[src/rtl/cipher_sched_if.sv]
// Handshake bundle between the block scheduler, receive/transmit queues and cipher core.
interface cipher_sched_if;
  logic       key_ready;
  logic       enc_req;
  logic       dec_req;
  logic       tx_full;
  logic       abort;
  logic       grant_enc;
  logic       grant_dec;
  logic       core_load;
  logic       core_mode;
  logic       core_round_en;
  logic [3:0] round_idx;
  logic       result_enq;
  logic       busy;

  modport slave (
    input  key_ready, enc_req, dec_req, tx_full, abort,
    output grant_enc, grant_dec, core_load, core_mode, core_round_en,
           round_idx, result_enq, busy
  );

  modport master (
    output key_ready, enc_req, dec_req, tx_full, abort,
    input  grant_enc, grant_dec, core_load, core_mode, core_round_en,
           round_idx, result_enq, busy
  );
endinterface

[src/rtl/cipher_sched.sv]
// Single-block cipher scheduler: round-robin enc/dec arbitration, load, NUM_ROUNDS
// core rounds with direction-dependent subkey index, then back-pressured result enqueue.
module cipher_sched #(
  parameter int NUM_ROUNDS = 16
) (
  input  logic          clk,
  input  logic          n_reset,
  cipher_sched_if.slave bus
);
  localparam logic [3:0] LAST = 4'(NUM_ROUNDS - 1);

  typedef enum logic [1:0] {S_IDLE, S_LOAD, S_ROUND, S_OUTPUT} state_t;

  state_t     r_state, w_next;
  logic [3:0] r_cnt;
  logic       r_mode;
  logic       r_last;    // 1 = last grant went to decrypt
  logic       w_start, w_sel;
  logic       w_grant_enc, w_grant_dec, w_load, w_round_en, w_enq, w_busy;
  logic [3:0] w_idx;

  // Contested requests go to the type not granted last.
  always_comb begin
    w_sel = ~r_last;
    if (bus.enc_req && !bus.dec_req)      w_sel = 1'b0;
    else if (!bus.enc_req && bus.dec_req) w_sel = 1'b1;
  end

  assign w_start = (r_state == S_IDLE) && bus.key_ready && (bus.enc_req || bus.dec_req);

  always_comb begin
    w_next      = r_state;
    w_grant_enc = 1'b0;
    w_grant_dec = 1'b0;
    w_load      = 1'b0;
    w_round_en  = 1'b0;
    w_enq       = 1'b0;
    w_busy      = 1'b1;
    w_idx       = 4'd0;
    case (r_state)
      S_IDLE: begin
        w_busy = 1'b0;
        if (w_start) w_next = S_LOAD;
      end
      S_LOAD: begin
        w_load      = 1'b1;
        w_grant_enc = ~r_mode;
        w_grant_dec = r_mode;
        w_next      = bus.abort ? S_IDLE : S_ROUND;
      end
      S_ROUND: begin
        w_round_en = 1'b1;
        w_idx      = r_mode ? (LAST - r_cnt) : r_cnt;
        if (bus.abort)          w_next = S_IDLE;
        else if (r_cnt == LAST) w_next = S_OUTPUT;
      end
      S_OUTPUT: begin
        if (bus.abort) begin
          w_next = S_IDLE;
        end else if (!bus.tx_full) begin
          w_enq  = 1'b1;
          w_next = S_IDLE;
        end
      end
      default: w_next = S_IDLE;
    endcase
  end

  // Selection is latched on the IDLE->LOAD edge so mode is stable from LOAD onward.
  always_ff @(posedge clk or negedge n_reset) begin
    if (!n_reset) begin
      r_state <= S_IDLE;
      r_cnt   <= 4'd0;
      r_mode  <= 1'b0;
      r_last  <= 1'b1;
    end else begin
      r_state <= w_next;
      if (w_start) begin
        r_mode <= w_sel;
        r_last <= w_sel;
      end
      if (r_state == S_LOAD)       r_cnt <= 4'd0;
      else if (r_state == S_ROUND) r_cnt <= r_cnt + 4'd1;
    end
  end

  assign bus.grant_enc     = w_grant_enc;
  assign bus.grant_dec     = w_grant_dec;
  assign bus.core_load     = w_load;
  assign bus.core_mode     = r_mode;
  assign bus.core_round_en = w_round_en;
  assign bus.round_idx     = w_idx;
  assign bus.result_enq    = w_enq;
  assign bus.busy          = w_busy;
endmodule

[src/flat_wrapper.sv]
// flat-port wrapper written by rule: the top's interface ports become plain ports
module cipher_sched_flat 
#(
  parameter int NUM_ROUNDS = 16
)
  (clk, n_reset, bus_key_ready, bus_enc_req, bus_dec_req, bus_tx_full, bus_abort, bus_grant_enc, bus_grant_dec, bus_core_load, bus_core_mode, bus_core_round_en, bus_round_idx, bus_result_enq, bus_busy);
  cipher_sched_if bus_i ();
  input  logic clk;
  input  logic n_reset;
  input wire logic [$bits(bus_i.key_ready)-1:0] bus_key_ready;
  input wire logic [$bits(bus_i.enc_req)-1:0] bus_enc_req;
  input wire logic [$bits(bus_i.dec_req)-1:0] bus_dec_req;
  input wire logic [$bits(bus_i.tx_full)-1:0] bus_tx_full;
  input wire logic [$bits(bus_i.abort)-1:0] bus_abort;
  output wire logic [$bits(bus_i.grant_enc)-1:0] bus_grant_enc;
  output wire logic [$bits(bus_i.grant_dec)-1:0] bus_grant_dec;
  output wire logic [$bits(bus_i.core_load)-1:0] bus_core_load;
  output wire logic [$bits(bus_i.core_mode)-1:0] bus_core_mode;
  output wire logic [$bits(bus_i.core_round_en)-1:0] bus_core_round_en;
  output wire logic [$bits(bus_i.round_idx)-1:0] bus_round_idx;
  output wire logic [$bits(bus_i.result_enq)-1:0] bus_result_enq;
  output wire logic [$bits(bus_i.busy)-1:0] bus_busy;
  assign bus_i.key_ready = bus_key_ready;
  assign bus_i.enc_req = bus_enc_req;
  assign bus_i.dec_req = bus_dec_req;
  assign bus_i.tx_full = bus_tx_full;
  assign bus_i.abort = bus_abort;
  assign bus_grant_enc = bus_i.grant_enc;
  assign bus_grant_dec = bus_i.grant_dec;
  assign bus_core_load = bus_i.core_load;
  assign bus_core_mode = bus_i.core_mode;
  assign bus_core_round_en = bus_i.core_round_en;
  assign bus_round_idx = bus_i.round_idx;
  assign bus_result_enq = bus_i.result_enq;
  assign bus_busy = bus_i.busy;
  cipher_sched #(.NUM_ROUNDS(NUM_ROUNDS)) u_core (.clk(clk), .n_reset(n_reset), .bus(bus_i));
endmodule
[config.mk]
export PLATFORM = sky130hd
export DESIGN_NAME = cipher_sched_flat
export DESIGN_NICKNAME = d
export VERILOG_FILES = /design/src/rtl/cipher_sched_if.sv /design/src/rtl/cipher_sched.sv /design/src/flat_wrapper.sv
export SDC_FILE = /design/constraint.sdc
export NUM_CORES = 1
export LEC_CHECK = 0
export ABC_AREA = 1
export ABC_CLOCK_PERIOD_IN_PS = 1500
export BUFFER_PORTS_ARGS = -buffer_cell sky130_fd_sc_hd__buf_2
export CAP_MARGIN = 40
export CORE_AREA = 2 2 39 41
export CTS_BUF_LIST = sky130_fd_sc_hd__clkbuf_4
export CTS_CLUSTER_DIAMETER = 40
export DETAILED_ROUTE_END_ITERATION = 16
export DIE_AREA = 0 0 41 43
export PLACE_DENSITY_LB_ADDON = 0.2
export SYNTH_ARGS = -nofsm -noshare
export SYNTH_HDL_FRONTEND = slang
export SYNTH_SLANG_ARGS = --single-unit
[constraint.sdc]
create_clock -name clk -period 1.5 [get_ports clk]
set_input_delay 0.3 -clock clk [delete_from_list [all_inputs] [get_ports clk]]
set_output_delay 0.3 -clock clk [all_outputs]
set_load 0.03 [all_outputs]
# Word-level counts from Yosys, hierarchy flattened

Index checks and enable logic that the tools add are counted.

Bits of input ports: 7
Output and inout bits: 11
Bits in registers: 8
Logic and storage cells: 46

Eq/ne operators: 7
Bitwise logic cells: 2
$add $sub $neg: 2
Reduce and logical (&&, ||, !) cells: 10
Muxes and demuxes: 21

Operators with widths:

| kind                  | number |
|---|---|
| $mux W4               | 4 |
| $mux W2               | 6 |
| $mux W1               | 10 |
| $pmux W2 S4           | 1 |
| $add A4 B1 Y4 const B | 1 |
| $eq A2 B2 Y1 const B  | 2 |
| $eq A4 B4 Y1 const B  | 1 |
| $logic_and A1 B1 Y1   | 4 |
| $sub A4 B4 Y4 const A | 1 |
| $ne A3 B2 Y1 const B  | 1 |
| $ne A3 B3 Y1 const B  | 1 |
| $reduce_and A3 Y1     | 1 |
| $eq A2 B1 Y1 const B  | 1 |
| $logic_not A1 Y1      | 2 |
| $logic_not A2 Y1      | 1 |
| $ne A2 B1 Y1 const B  | 1 |
| $not A1 Y1            | 2 |
| $reduce_bool A2 Y1    | 1 |
| $logic_or A1 B1 Y1    | 1 |

# Depth between registers and ports, before layout

Gate-level depths: netlist (run 1).

Word-level depth: 5
Depth in mapped cells: 9
Gate-level depth less buffers: 9

# Worst setup path after synthesis (run 1)

OpenSTA, ideal clock, no wires.

Kind: register to output
Start: reg u_core.r_state[0]
End: out bus_round_idx[0]
Slack: -0.333 ns
Path buffers: 0
Arrival: 1.533 ns
Cell stages (with the launch flop): 5
Path through: dfrtp_1 inv_1 ha_1 o21ai_0 a21oi_1

Cells in the longest elaborated chain, start to end: 2

RTL lines:

| item                   | RTL line           | text |
|---|---|---|
| from (decl)            | cipher_sched.sv:14 | `state_t r_state, w_next;` |
| from (signal assigned) | cipher_sched.sv:77 | `r_state <= w_next;` |
| $eq A2 B2 Y1           | cipher_sched.sv:40 | `case (r_state)` |
| $mux W4                | cipher_sched.sv:40 |  |
| to (decl)              | flat_wrapper.sv:20 | `output wire logic [$bits(bus_i.round_idx)-1:0] bus_round_idx;` |

No other way between the ends.

# Final worst setup path (run 1)

Same ends and word-level chain as after synthesis.

==> results of run 1 <==
power breakdown:
part	switching, uW	total, uW	internal [uW]
clock	69.1	189	120
sequential	70.7	386	315
combinational	692	1150	460
routing by layer:
metal  vias to the layer above  track usage  share of wire  routed length, microns
met1                       243        0.182           0.44                     550
met2                        15        0.263           0.50                     622
met3                         4       0.0314          0.040                      50
met4                         0        0.120          0.022                      27
met5                         -            0              0                       0
li1                        311            -              -                       -
logic make-up after synthesis:
group | count (synthesis)
DFF | 8
AOI/OAI and AO/OA | 13
buffers and inverters | 17
xor gates and xnor gates | 1
and+or+nand+nor | 35
adders and majority gates | 6
how the worst max path moves through the flow:
stage,from,endpoint,slack [ns],cells after the start
after floorplan,u_core.bus.core_mode,bus_round_idx[0],0.002,3
after global placement,u_core.r_state[1],u_core.r_cnt[3],0.12,7
after detailed placement,u_core.r_state[1],bus_grant_enc,0.08,5
after CTS,u_core.r_state[0],bus_round_idx[0],-0.05,5
after global routing,u_core.r_state[0],bus_result_enq,-0.13,5
final,u_core.r_state[0],bus_round_idx[0],-0.04,5
critical path, stage by stage, from the launching register on:
cell     delay (ns)
dfrtp_1        0.38
inv_2          0.09
ha_4           0.19
o21ai_2        0.07
a21oi_2        0.12
buf_6          0.14
sequential cells by signal, summed over array words and instances, names as in the netlist:
register	flops
u_core.r_cnt	4
u_core.r_state	2
u_core.r_last	1
u_core.bus.core_mode	1
area by class of cell:
type	instances	area, sq um	share of cell area
multi-input cells	55	387	0.433
flip-flops and latches	8	201	0.225
repair buffers	26	191	0.214
inverters	17	63.8	0.0714
clock buffers	4	30.0	0.0336
well taps	16	20.0	0.0224
through the flow:
step	std cells	hold WS (ns)	power (uW)
4_1_cts	125	0.335	1620
2_1_floorplan	80	0.00441	1050
5_1_grt	126	0.383	1890
6_report	126	0.336	1730
3_3_place_gp	116	0.149	1300
3_5_place_dp	116	0.149	1310
cell usage in the layout, fill, tap and decap left out, drive strengths merged, types with 2 or more instances in the layout:
| cell | synthesis | layout |
|---|---|---|
| nand4 | 2 | 2 |
| a21oi | 4 | 4 |
| dfrtp | 7 | 7 |
| nand3 | 7 | 7 |
| ha | 6 | 6 |
| inv | 17 | 17 |
| buf | 0 | 25 |
| nor2 | 10 | 10 |
| o21ai | 8 | 8 |
| nand2 | 16 | 16 |
| clkbuf | 0 | 4 |
timing repair:
item                                   in CTS  in global routing
endpoints found under the hold margin       7                  0
resized for setup                          18                 11
buffers inserted                            4                  1
pin swaps                                   1                  1
hold buffers                                1                  0
setup endpoints to repair                   9                  9
==> out/qor.csv, run 1 <==
metric,value,unit
GRT Total Usage,0.165,
initial cell density of the core,0.415,
DR pass1 iterations,2,
initial antenna violation count,0,
hold path cells,3,
Post-Syn Area per Cell,7.18,sq um
CTS H-Tree Depth,1,
Post-Syn Nets,93,
Final setup violation count,8,
DRC,0,
"flops & latches, synth",8,
simple-gate share of the synthesized area,0.275,
failing checks,setup timing,
sequential area share after synthesis,0.351,
Fillers,125,
Peak VDD IR,1.00,mV
Die ar.,1760,sq um
CTS Root Cell,clkbuf_4,
Power Dens Cells,1930,nW/um^2
Clock transition at path regs,0.05,ns
Post-Syn Instances,80,
asr flop ratio synth,1.00,
Synth cell types,14,
Critical Path Start Type,flip-flop,
detailed-route wire length,1250,microns
Yosys top cell area share,0.305,
"area leader, netlist",dfrtp_1,
relative slew slack,0.877,
Setup TNS Final,-0.201,ns
crit path time final,1.54,ns
number of diodes,0,
placed cell area,738,sq um
routability cong.,0.712,
register-to-register setup slack,0.12,ns
largest net degree at the start of global routing,9,
DRT iter0 DRCs,4,
Synth Area in Compound Gates,0.118,
largest family of logic cells by synthesized area,simple AND/OR/NAND/NOR gates,
CTS tree,done,
port buffer count,17,
Site Rows,14,
top-count cell post-synth,inv_1,
nets@finish,124,
post-synthesis adder-cell area fraction,0.131,
unrepaired setup endpoints after global routing,yes,
worst-path fanout max,6,
clock buffer count from CTS,3,
Die X,41,microns
pre-CTS worst setup slack,0.0791,ns
Worst-Margin Slew,0.182,ns
largest cells by area after synthesis,"dfrtp_1, ha_1, inv_1",
# IOs,18,
r2r endpoint,u_core.r_cnt[3],
Finished Cell Area,893,sq um
Main synth FF type,dfrtp_1,
Detailed Place HPWL,971,microns
crit end category,output pin,
R2R Path Start,u_core.r_state[0],
Routed Antenna Nets,0,
Arrival @ worst endpoint,1.24,ns
WHS Endpoint,u_core.bus.core_mode,
R2R depth,8,
GR Overflow Total,0,
Final Util,0.646,
clock latency on the worst-skew pair,0.25,ns
Synth Warn #,0,
final hold vios,0,
Hold Startpoint,bus_dec_req,
Post-Syn Area,574,sq um
Die Height,43,microns
core area,1380,sq um
Static Leak,0.000464,uW
drt wl/cell,9.93,microns
vias in the first global route,491,
Worst EP required,1.20,ns
multiplexer share of the synthesized area,0,
Area growth syn-to-layout,55.6,%
clk buf depth,2,
Max Freq,651,MHz
clk sinks,8,
xor/xnor share of the synthesized area,0.0153,
max-slew violation count,0,
Post-synth EDFFs,0,
Worst Hold Class,in -> reg,
via count,573,
worst setup margin,-0.0351,ns
status,finished with violations,
first-pass GRT wire length,1890,microns
Vias per Instance,4.55,
final period utilization,1.02,
type of the worst setup path,reg -> out,
commonest cells in the synthesized netlist,"inv_1, nand2_1, nor2_1",
Max-Cap Viols,0,
Post-Route Skew,0.00301,ns
layout cells sized above 1,0.464,
Note: power is estimated with default switching activity, not from simulation.
==> run 2, diff against run 1 <==
--- a/config.mk
+++ b/config.mk
@@ -9,11 +9,12 @@
 export ABC_CLOCK_PERIOD_IN_PS = 1500
 export BUFFER_PORTS_ARGS = -buffer_cell sky130_fd_sc_hd__buf_2
 export CAP_MARGIN = 40
-export CORE_AREA = 2 2 39 41
+export CELL_PAD_IN_SITES_DETAIL_PLACEMENT = 1
+export CELL_PAD_IN_SITES_GLOBAL_PLACEMENT = 1
+export CORE_UTILIZATION = 35
 export CTS_BUF_LIST = sky130_fd_sc_hd__clkbuf_4
 export CTS_CLUSTER_DIAMETER = 40
 export DETAILED_ROUTE_END_ITERATION = 16
-export DIE_AREA = 0 0 41 43
 export PLACE_DENSITY_LB_ADDON = 0.2
 export SYNTH_ARGS = -nofsm -noshare
 export SYNTH_HDL_FRONTEND = slang
==> run 2 against run 1 <==
Effect of this change: the run still ends with setup timing left; count of clock-buffer cells in the layout unchanged; via count up 6.1%; first-iteration DRC count down 50%; clock skew about the same; combinational power about the same; largest cell class unchanged.
==> out/qor.csv, run 2 (synthesized netlist as in run 1, its figures left out) <==
metric,value,unit,change
status,finished with violations,,
failing checks,setup timing,,
Max-Cap Viols,0,,unchanged
Critical Path Start Type,flip-flop,,
Static Leak,0.000456,uW,-1.7%
largest net degree at the start of global routing,9,,unchanged
port buffer count,17,,unchanged
type of the worst setup path,reg -> out,,
Peak VDD IR,0.968,mV,-3.4%
Worst-Margin Slew,0.271,ns,+0.0891 ns
initial cell density of the core,0.377,,-0.0382
clk buf depth,2,,unchanged
R2R depth,10,,+2
crit end category,output pin,,
clock latency on the worst-skew pair,0.26,ns,about the same
max FFs per register,4,,unchanged
Vias per Instance,4.86,,+7.0%
routability cong.,0.728,,+2.3%
CTS Root Cell,clkbuf_4,,
clock buffer count from CTS,3,,unchanged
slowest CP cell,dfrtp_1,,
detailed-route wire length,1610,microns,+29%
Crit. Startpoint,u_core.r_state[0],,
Die Height,42.5,microns,-1.2%
via count,608,,+6.1%
clk sinks,8,,unchanged
crit-path leading delay family,buffers and inverters,,
Reg with most FFs,u_core.r_cnt,,
Die ar.,1810,sq um,+2.5%
Final setup violation count,8,,unchanged
unrepaired setup endpoints after global routing,yes,,
relative slew slack,0.819,,-0.0583
drt wl/cell,12.9,microns,+30%
max-slew violation count,0,,unchanged
Worst path max stage delay,0.39,ns,about the same
Detailed Place HPWL,1160,microns,+20%
first-pass GRT wire length,2480,microns,+31%
placed cells,116,,unchanged
GR Overflow Total,0,,unchanged
DRC,0,,unchanged
CTS H-Tree Depth,1,,unchanged
DR pass1 iterations,3,,+1
nets@finish,123,,-0.81%
Post-Route Skew,0.00268,ns,-0.000325 ns
"Buf+Inv Stages, Crit Path",4,,+2
number of diodes,0,,unchanged
DRT iter0 DRCs,2,,-2
vias in the first global route,590,,+20%
Levels on crit path,5,,unchanged
Hold Startpoint,bus_dec_req,,
Arrival @ worst endpoint,1.29,ns,+0.05 ns
most frequent CP cell,buf_4,,
core area,1520,sq um,+10%
Power Dens Cells,1970,nW/um^2,+2.1%
Pwr Total,1720,uW,-0.23%
Area growth syn-to-layout,52.1,%,
Site Rows,14,,unchanged
Final Util,0.573,,-0.0725
post-route insts no fill,125,,-0.79%
initial antenna violation count,0,,unchanged
Top Registers,"u_core.r_cnt x4, u_core.r_state x2",,
Max Freq,630,MHz,-3.4%
crit path time final,1.59,ns,+0.0534 ns
GRT Total Usage,0.192,,+0.0272
most frequent cells in the layout,"inv_1, nand2_1, buf_2",,
final period utilization,1.06,,+0.0356
CTS tree,done,,
R2R Path Start,u_core.r_state[0],,
# IOs,18,,unchanged
Fillers,198,,+58%
hold path cells,3,,unchanged
Worst EP required,1.20,ns,about the same
Clock transition at path regs,0.05,ns,about the same
CP cell instances,"inv_2, buf_4, ha_2, inv_1, buf_4",,
pre-CTS worst setup slack,0.0811,ns,+0.00199 ns
worst setup margin,-0.0885,ns,-0.0534 ns
worst-path fanout max,3,,-3
Worst Hold Class,in -> reg,,
Routed Antenna Nets,0,,unchanged
Die X,42.5,microns,+3.7%
layout cells sized above 1,0.431,,-0.0324
final hold vios,0,,unchanged
[run 2: cell count changes in the layout (fill, tap and decap cells not counted), sizes merged]
cell / delta
buf: -1
[run 2: worst paths after layout]
kind	end	slack (ns)
max in group asynchronous	u_core.r_last	0.85
min reg2reg	u_core.r_last	0.50
max reg2reg	u_core.r_state[1]	0.01
min	u_core.bus.core_mode	0.34
min in group asynchronous	u_core.r_cnt[3]	0.41
max	bus_busy	-0.09
[run 2: worst min-delay path: stages]
cell and delay, ns:
buf_2 0.09, o211ai_1 0.09, o21ai_0 0.07
[run 2: through the flow]
| step | cell area (sq um) | hold WS, ns | TNS [ns] |
|---|---|---|---|
| after floorplan | 611 | 0.00441 | 0 |
| after global placement | 738 | 0.153 | 0 |
| after detailed placement | 738 | 0.154 | 0 |
| after CTS | 842 | 0.332 | -0.501 |
| after global routing | 873 | 0.385 | -1.11 |
| final | 873 | 0.336 | -0.450 |
[run 2: final cells by class]
type                            count  area (sq um)  share of cell area
Clock buffer                        4          30.0              0.0344
Multi-Input combinational cell     55           374               0.428
Sequential cell                     8           201               0.231
Timing Repair Buffer               25           184               0.211
Inverter                           17          63.8              0.0731
Tap cell                           16          20.0              0.0229
[run 2: layer usage]
layer	routed length, microns	vias to the layer above	global-route usage
met4	70	0	0.150
met3	66	9	0.0216
met5	0	-	0
met2	789	21	0.305
met1	684	269	0.235
li1	-	309	-
[run 2: report_power, final]
part	leakage, uW	total (uW)	internal [uW]	switching, uW
registers	0.000101	388	315	73.0
clock network	0.0000184	195	120	75.0
logic	0.000336	1140	431	708
total	0.000456	1720	866	856
[run 2: repair_timing]
action / 4_1_cts / 5_1_grt
hold buffers: 1 / 0
endpoints found under the setup margin: 9 / 11
gates resized for setup: 19 / 6
hold endpoints to repair: 7 / 0
setup buffers: 2 / 2
pin swaps: 1 / 1
==> run 3, diff against run 2 <==
==> constraint.sdc (replaced) <==
create_clock -name clk -period 1.5 [get_ports clk]
set_input_delay 0.225 -clock clk [delete_from_list [all_inputs] [get_ports clk]]
set_output_delay 0.225 -clock clk [all_outputs]
set_load 0.03 [all_outputs]
==> run 3 against run 2 <==
Effect of this change: largest cell class unchanged; power increased by 0.20%; cell count down 2.4%; combinational power barely moved; count of clock-buffer cells in the layout unchanged; via count shrank 1.2%; die area unchanged; the run now ends clean; core utilization down 0.49 points; setup slack improved by 0.091 ns; clock power is 2% higher; sequential cell count unchanged.
==> out/qor.csv, run 3 (synthesized netlist as in run 1, its figures left out) <==
metric,value,unit,change
initial cell density of the core,0.377,,unchanged
Worst Hold Class,in -> reg,,
met2 usage,0.366,,+0.0615
Sw Ratio,0.499,,+0.00224
Max-Cap Viols,0,,unchanged
Site Rows,14,,unchanged
CP cell instances,"inv_4, ha_4, inv_4, nor2_4, buf_6",,
Detailed Place HPWL,1230,microns,+6.0%
Finished Cell Area,866,sq um,-0.86%
Arrival @ worst endpoint,1.27,ns,-0.02 ns
Die ar.,1810,sq um,unchanged
Fillers,190,,-4.0%
busiest grt layer,met2,,
CTS Root Cell,clkbuf_4,,
max FFs per register,4,,unchanged
Top Registers,"u_core.r_cnt x4, u_core.r_state x2",,
type of the worst setup path,reg -> out,,
DRT iter0 DRCs,3,,+1
clock latency on the worst-skew pair,0.26,ns,about the same
Flop pwr share,0.237,,+0.012
Area growth syn-to-layout,50.8,%,
DR pass1 iterations,2,,-1
clk sinks,8,,unchanged
final hold vios,0,,unchanged
Pwr Total,1730,uW,+0.20%
routing usage on met3,0.0259,,+0.00431
Static Leak,0.000437,uW,-4.1%
clock buffer count from CTS,3,,unchanged
core area,1520,sq um,unchanged
routability cong.,0.743,,+2.1%
via count,601,,-1.2%
most frequent CP cell,inv_4,,
Critical Path Start Type,flip-flop,,
Comb pwr share,0.648,,-0.014
pre-CTS worst setup slack,0.0468,ns,-0.0343 ns
clk buf depth,2,,unchanged
Clock transition at path regs,0.06,ns,about the same
slowest CP cell,dfrtp_2,,
Clock power frac,0.115,,+0.002
Max Freq,668,MHz,+6.1%
Die Height,42.5,microns,unchanged
most frequent cells in the layout,"nand2_1, inv_1, buf_2",,
Reg with most FFs,u_core.r_cnt,,
Worst path max stage delay,0.46,ns,+0.07 ns
max-slew violation count,0,,unchanged
port buffer count,17,,unchanged
Worst-Margin Slew,0.189,ns,-0.0823 ns
crit end category,output pin,,
unrepaired setup endpoints after global routing,yes,,
area occupied by multi-input gates,372,sq um,-0.67%
nets@finish,120,,-2.4%
Vias per Instance,4.93,,+1.3%
DRC,0,,unchanged
final period utilization,0.998,,-0.0607
GR Util met1,0.208,,-0.0270
first-pass GRT wire length,2560,microns,+3.0%
Routed Antenna Nets,0,,unchanged
Die X,42.5,microns,unchanged
status,finished clean,,
worst-path fanout max,5,,+2
worst setup margin,0.00255,ns,+0.0911 ns
Post-Route Skew,0.00387,ns,+0.00119 ns
Int Pwr,864,uW,-0.25%
number of diodes,0,,unchanged
"commonest non-fill, non-tap cell in the layout",nand2_1,,
GRT Total Usage,0.202,,+0.00984
largest net degree at the start of global routing,9,,unchanged
Final Util,0.568,,-0.00493
CTS H-Tree Depth,1,,unchanged
vias in the first global route,598,,+1.4%
Sw Pwr,862,uW,+0.65%
Setup TNS Final,0,ns,+0.450 ns
relative slew slack,0.874,,+0.0545
Final setup violation count,0,,-8
GR Overflow Total,0,,unchanged
FF/Latch Area,204,sq um,+1.2%
placed cell area,708,sq um,-4.1%
layout cells sized above 1,0.453,,+0.0216
crit path time final,1.50,ns,-0.0911 ns
# IOs,18,,unchanged
Worst EP required,1.27,ns,+0.07 ns
Peak VDD IR,1.19,mV,+23%
CTS tree,done,,
drt wl/cell,12.7,microns,-1.7%
detailed-route wire length,1550,microns,-4.1%
initial antenna violation count,0,,unchanged
Power Dens Cells,1990,nW/um^2,+1.1%
run 3: cell types whose count changed in the layout (fill, tap and decap cells not counted):
cell,before,now
buf_4,9,4
inv_1,15,12
inv_4,0,3
buf_6,5,7
dfrtp_1,7,5
dfrtp_2,0,2
nand2_1,15,16
nand2_2,1,0
run 3: final timing paths:
path / depth (start not counted) / startpoint / slack, ns / end
max: 5 / u_core.r_state[1] / 0.003 / bus_grant_enc
min: 3 / bus_dec_req / 0.27 / u_core.bus.core_mode
max reg2reg: 7 / u_core.r_state[1] / 0.11 / u_core.r_cnt[3]
min reg2reg: 2 / u_core.r_last / 0.51 / u_core.r_last
max in group asynchronous: 2 / n_reset / 0.93 / u_core.r_last
min in group asynchronous: 2 / n_reset / 0.33 / u_core.bus.core_mode
run 3: cell type report:
type | instances | share of cell area
clock buffers | 4 | 0.0347
inverters | 17 | 0.0824
multi-input cells | 55 | 0.429
flip-flops and latches | 8 | 0.236
well taps | 16 | 0.0231
repair buffers | 22 | 0.195
run 3: timing repair:
action	CTS	global route
setup endpoints to repair	8	10
pin swaps	0	2
gates cloned	0	0
hold buffers	1	0
resized for setup	26	9
hold endpoints to repair	7	0
setup buffers	1	2
run 3: power groups by stage:
| stage | logic, uW | registers [uW] | clock network (uW) |
|---|---|---|---|
| after floorplan | 610 | 415 | 0 |
| after global placement | 846 | 387 | 0 |
| after detailed placement | 888 | 398 | 0 |
| after CTS | 1020 | 406 | 209 |
| after global routing | 1220 | 418 | 217 |
| final | 1120 | 409 | 199 |
run 3: metrics by stage:
stage / cells / hold slack, ns
finish: 122 / 0.270
global route: 122 / 0.285
CTS: 120 / 0.263
detailed placement: 114 / 0.0776
global placement: 114 / 0.0753
floorplan: 80 / -0.0706
run 3: metal layers:
metal	wire length [microns]	vias to the layer above
li1	-	304
met1	635	279
met4	48	0
met3	42	4
met2	817	14
met5	0	-
run 3: worst max-delay path: cells and delay by family, from the launching register on:
| kind | cells | cell delay [ns] |
|---|---|---|
| adders and majority gates | 1 | 0.18 |
| buffers and inverters | 3 | 0.28 |
| DFF | 1 | 0.46 |
| and+or+nand+nor | 1 | 0.09 |
